### src/rtl/divider_pkg.sv
// Shared processor package: multiply/divide constants and the divider state encoding.
package divider_pkg;

    localparam int MUL_WIDTH   = 32;
    localparam int DIV_WIDTH   = 32;
    // Edges from start acceptance to the FIX edge: INIT, WIDTH loop steps, FIX.
    localparam int DIV_LATENCY = DIV_WIDTH + 2;

    typedef logic [2:0] divState_t;

    localparam divState_t IDLE = 3'd0;
    localparam divState_t INIT = 3'd1;
    localparam divState_t LOOP = 3'd2;
    localparam divState_t FIX  = 3'd3;
    localparam divState_t DONE = 3'd4;

endpackage

### src/rtl/divider_div_step.sv
// One restoring-division iteration: shift {R,Q} left, then conditionally subtract |B|.
module div_step
    import divider_pkg::*;
#(
    parameter int WIDTH = DIV_WIDTH
) (
    input  logic [WIDTH-1:0] r_i,
    input  logic [WIDTH-1:0] q_i,
    input  logic [WIDTH-1:0] b_i,
    output logic [WIDTH-1:0] r_o,
    output logic [WIDTH-1:0] q_o
);

    logic [WIDTH:0] shifted;
    logic [WIDTH:0] diff;

    // The shifted remainder can reach 2*|B|-1, so it needs one extra bit for the compare.
    always_comb begin
        shifted = {r_i, q_i[WIDTH-1]};
        diff    = shifted - {1'b0, b_i};
        r_o     = shifted[WIDTH-1:0];
        q_o     = {q_i[WIDTH-2:0], 1'b0};
        if (shifted >= {1'b0, b_i}) begin
            r_o    = diff[WIDTH-1:0];
            q_o[0] = 1'b1;
        end
    end

endmodule

### src/rtl/divider.sv
// Multi-cycle signed restoring divider: quotient truncates toward zero,
// remainder carries the dividend's sign.
module divider
    import divider_pkg::*;
#(
    parameter int WIDTH = DIV_WIDTH
) (
    input  logic             clk,
    input  logic             reset,
    input  logic             div_on,
    input  logic [WIDTH-1:0] A,
    input  logic [WIDTH-1:0] B,
    output logic [WIDTH-1:0] quo,
    output logic [WIDTH-1:0] rem,
    output logic             div_done,
    output logic             div_zero,
    busy
);

    localparam int CNT_W = $clog2(WIDTH) + 1;

    divState_t        state_q,  state_d;
    logic [WIDTH-1:0] remAcc_q, remAcc_d;
    logic [WIDTH-1:0] quoAcc_q, quoAcc_d;
    logic [WIDTH-1:0] magB_q,   magB_d;
    logic             signA_q,  signA_d;
    logic             signQ_q,  signQ_d;
    logic [CNT_W-1:0] cnt_q,    cnt_d;
    logic [WIDTH-1:0] quo_q,    quo_d;
    logic [WIDTH-1:0] rem_q,    rem_d;
    logic             zero_q,   zero_d;

    logic [WIDTH-1:0] stepRem;
    logic [WIDTH-1:0] stepQuo;

    div_step #(.WIDTH(WIDTH)) u_step (
        .r_i (remAcc_q),
        .q_i (quoAcc_q),
        .b_i (magB_q),
        .r_o (stepRem),
        .q_o (stepQuo)
    );

    // The quotient register starts as |A| and is consumed MSB-first while quotient bits fill in from the bottom.
    always_comb begin
        state_d  = state_q;
        remAcc_d = remAcc_q;
        quoAcc_d = quoAcc_q;
        magB_d   = magB_q;
        signA_d  = signA_q;
        signQ_d  = signQ_q;
        cnt_d    = cnt_q;
        quo_d    = quo_q;
        rem_d    = rem_q;
        zero_d   = zero_q;
        case (state_q)
            IDLE: begin
                if (div_on) begin
                    state_d = INIT;
                    zero_d  = 1'b0;
                end
            end
            INIT: begin
                signA_d  = A[WIDTH-1];
                signQ_d  = A[WIDTH-1] ^ B[WIDTH-1];
                quoAcc_d = A[WIDTH-1] ? -A : A;
                magB_d   = B[WIDTH-1] ? -B : B;
                remAcc_d = '0;
                cnt_d    = '0;
                if (B == '0) begin
                    state_d = DONE;
                    zero_d  = 1'b1;
                end else begin
                    state_d = LOOP;
                end
            end
            LOOP: begin
                remAcc_d = stepRem;
                quoAcc_d = stepQuo;
                cnt_d    = cnt_q + CNT_W'(1);
                if (cnt_q == CNT_W'(WIDTH - 1)) begin
                    state_d = FIX;
                end
            end
            FIX: begin
                quo_d   = signQ_q ? -quoAcc_q : quoAcc_q;
                rem_d   = signA_q ? -remAcc_q : remAcc_q;
                state_d = DONE;
            end
            DONE: begin
                state_d = IDLE;
            end
            default: begin
                state_d = IDLE;
            end
        endcase
    end

    always_ff @(posedge clk or posedge reset) begin
        if (reset) begin
            state_q  <= IDLE;
            remAcc_q <= '0;
            quoAcc_q <= '0;
            magB_q   <= '0;
            signA_q  <= 1'b0;
            signQ_q  <= 1'b0;
            cnt_q    <= '0;
            quo_q    <= '0;
            rem_q    <= '0;
            zero_q   <= 1'b0;
        end else begin
            state_q  <= state_d;
            remAcc_q <= remAcc_d;
            quoAcc_q <= quoAcc_d;
            magB_q   <= magB_d;
            signA_q  <= signA_d;
            signQ_q  <= signQ_d;
            cnt_q    <= cnt_d;
            quo_q    <= quo_d;
            rem_q    <= rem_d;
            zero_q   <= zero_d;
        end
    end

    assign quo      = quo_q;
    assign rem      = rem_q;
    assign div_zero = zero_q;
    assign div_done = (state_q == DONE);
    assign busy     = (state_q != IDLE);

endmodule

### config.mk
export PLATFORM = sky130hd
export DESIGN_NAME = divider
export DESIGN_NICKNAME = d
export VERILOG_FILES = /design/src/rtl/divider_pkg.sv /design/src/rtl/divider_div_step.sv /design/src/rtl/divider.sv
export SDC_FILE = /design/constraint.sdc
export NUM_CORES = 1
export LEC_CHECK = 0
export CELL_PAD_IN_SITES_DETAIL_PLACEMENT = 1
export CELL_PAD_IN_SITES_GLOBAL_PLACEMENT = 1
export CORE_MARGIN = 2
export CORE_UTILIZATION = 46
export DETAILED_ROUTE_END_ITERATION = 10
export PLACE_DENSITY = 0.91
export REMOVE_ABC_BUFFERS = 1
export SLEW_MARGIN = 20
export SYNTH_ARGS = -nofsm -noshare
export SYNTH_HDL_FRONTEND = slang
export SYNTH_SLANG_ARGS = --single-unit
### constraint.sdc
create_clock -name clk -period 16.8 [get_ports clk]
set_input_delay 3.36 -clock clk [delete_from_list [all_inputs] [get_ports clk]]
set_output_delay 3.36 -clock clk [all_outputs]
set_load 0.03 [all_outputs]
==> results.json <==
{
  "drive_gt1_frac": 0.0502,
  "required_ns": 17.07,
  "rsz0062_at_grt": "no",
  "num_rows": 56,
  "clock_latency_ns": 0.45,
  "r2r_cells": 10,
  "synth-edff-count": 0,
  "dp_hpwl_um": 23900,
  "vias": 10412,
  "critPathBufInv": 1,
  "status": "finished clean",
  "cts_setup_buffers": 0,
  "drt_wl_total_um": 36200,
  "fin_tns_setup_ns": 0,
  "r2r_start": "remAcc_q[5]",
  "synthCells": 1270,
  "grt_max_degree": 95,
  "gp_congestion": 0.914,
  "fp.dieH_um": 159,
  "ir_worst_vdd_v": 0.0000703,
  "n_fill_cell": 2768,
  "p_leak_nw": 5.73,
  "ys_top_cells_by_area": "dfrtp_1 39%, o21ai_0 9.1%, xor2_1 9.0%",
  "start_util": 0.470,
  "final_util": 0.564,
  "antenna_found_initial": 0,
  "cts_num_sinks": 172,
  "max_slew_margin": 0.302,
  "tritoncts": "built",
  "grt_pass1_vias": 10712,
  "max-cap-violations": 0,
  "die_area_um2": 25300,
  "slowest_stage": "or4_4",
  "power_density_nw_per_um2": 222,
  "yosys.area.top_type": "dfrtp_1",
  "cts_hold_buf": 0,
  "cts.htree.levels": 4,
  "startpoint_type": "primary input",
  "worstPathCellList": "clkdlybuf4s50_1, or4_4, or3_4, or2_2, nor3_1, nand2_1, o31ai_1, xor2_1, o21ai_0",
  "min-delay-path-class": "flop to flop",
  "drtIter0Drc": 823,
  "area_growth_pct": 20.1,
  "crit_arrival_ns": 6.19,
  "path_class": "primary input to flop",
  "clockBufferDepth": 2,
  "core_area_um2": 23500,
  "cts-buffers-inserted": 17,
  "synth_most_common_cell": "o21ai_0",
  "port_buffers": 133,
  "synth_top_area_frac": 0.389,
  "slew_viol_final": 0,
  "num-nets-final": 1466,
  "crit_fanout": 4,
  "synth.avg_cell_area_um2": 8.70,
  "path_clk_slew_ns": 0.07,
  "route.detailed.drc": 0,
  "fmax_mhz": 169,
  "ant_nets": 0,
  "grt_usage": 0.286,
  "chipWidth_um": 159,
  "synth_cell_type_count": 69,
  "avgViaCountPerCell": 6.15,
  "worstSetupPathDepth": 9,
  "startpoint": "A[6]",
  "antennaDiodeCount": 0,
  "finalSetupViolCount": 0,
  "boundaryPins": 134,
  "synth_area_um2": 11100,
  "rr_endpoint": "remAcc_q[5]",
  "cts-resized-gates": 0,
  "placed_cell_area_um2": 12600,
  "async_reset_ff_frac": 1.00,
  "cp_top_family": "simple AND/OR/NAND/NOR gates",
  "hold_viol_final": 0,
  "rrSetupSlack_ns": 12.53,
  "worst_slew_pin_slew_ns": 1.04,
  "overflow": 0,
  "critPathCaptureType": "flop",
  "yosysWarnings": 0,
  "ys_seq_area_frac": 0.389,
  "root_buffer": "clkbuf_16",
  "yosys-top-cells-count": "200 x o21ai_0, 193 x nand2_1, 172 x dfrtp_1, 113 x xor2_1, 60 x clkbuf_1",
  "period_minus_slack_ns": 5.92,
  "period_share": 0.352,
  "max_stage_delay_ns": 0.57,
  "wl_per_cell_um": 21.4,
  "detail_route.first_pass.iterations": 5,
  "fin_skew_ns": 0.0115,
  "synth_ff_type": "dfrtp_1",
  "crit_end": "quoAcc_q[18]",
  "ys_ff_latch": 172,
  "grt_pass1_wl_um": 58700,
  "final_area_um2": 13300
}
[layer usage]
layer,global-route usage,wire (µm),up-vias
li1,-,-,4729
met4,0.0983,985,0
met1,0.365,15200,5209
met3,0.0438,1980,77
met2,0.494,18000,397
met5,0,0,-
[how the worst min path moves through the flow]
stage                  to  slack [ns]  depth (start not counted)        from
5_1_grt        magB_q[20]        0.51                          2  magB_q[20]
4_1_cts         magB_q[7]        0.49                          2   magB_q[7]
6_report       magB_q[13]        0.48                          2  magB_q[13]
3_5_place_dp       rem[7]        0.47                          2      rem[7]
3_3_place_gp      rem[13]        0.46                          2     rem[13]
2_1_floorplan  magB_q[10]        0.45                          2  magB_q[10]
[power by group]
group          switching [mW]  total, mW  internal [mW]
logic                    1.05       1.69          0.633
clock network           0.192      0.462          0.270
registers               0.207      0.800          0.593
[flip-flops by register name, indices dropped and copies added (netlist names)]
signal,flops
rem,32
quo,32
div_zero,1
remAcc_q,32
cnt_q,6
state_q,3
magB_q,32
signQ_q,1
signA_q,1
quoAcc_q,32
[cell usage in the layout (no fill, tap or decap), types with 4 or more instances in the layout]
cell	instances
a211oi_1	4
a21o_1	10
a21oi_1	36
a22o_1	8
a22oi_1	24
a31oi_1	7
a32oi_1	14
and3_1	7
buf_4	8
bufinv_16	5
clkbuf_16	17
clkdlybuf4s50_1	132
dfrtp_1	172
ha_1	37
inv_1	46
inv_6	7
mux2i_1	30
nand2_1	192
nand2b_1	13
nand3_1	16
nand4_1	7
nor2_1	36
nor2b_1	16
nor3_1	15
nor3_2	5
nor4_1	12
o21a_1	4
o21ai_0	200
o21ai_1	7
o31ai_1	39
o41ai_1	19
or2_2	4
or3_1	17
or4_1	12
xnor2_1	25
xor2_1	113
[cell type report]
cell class	instances	area, µm²	share of cell area
clock buffers	17	425	0.0321
clock inverters	15	249	0.0188
inverters	47	181	0.0137
well taps	319	399	0.0301
flip-flops and latches	172	4300	0.324
repair buffers	142	1400	0.105
multi-input cells	981	6320	0.476
[stage by stage]
step	cells	setup WS (ns)	power [mW]	hold slack, ns
6_report	1693	10.88	2.95	0.478
4_1_cts	1693	10.91	2.93	0.486
5_1_grt	1693	10.78	3.14	0.511
3_5_place_dp	1661	10.45	2.40	0.469
3_3_place_gp	1661	10.61	2.29	0.461
2_1_floorplan	1200	8.78	1.86	0.450
[worst min-delay path, cell delays in order (launching register included)]
cell	delay [ns]
dfrtp_1	0.34
nand2_1	0.05
o21ai_0	0.06
[logic make-up after synthesis]
logic type | share of synthesized area
buffers and inverters | 0.0410
and+or+nand+nor | 0.167
DFF | 0.389
xor gates and xnor gates | 0.109
adders and majority gates | 0.0437
muxes | 0.0272
AOI/OAI and AO/OA | 0.223
Note: power is estimated with default switching activity, not from simulation.
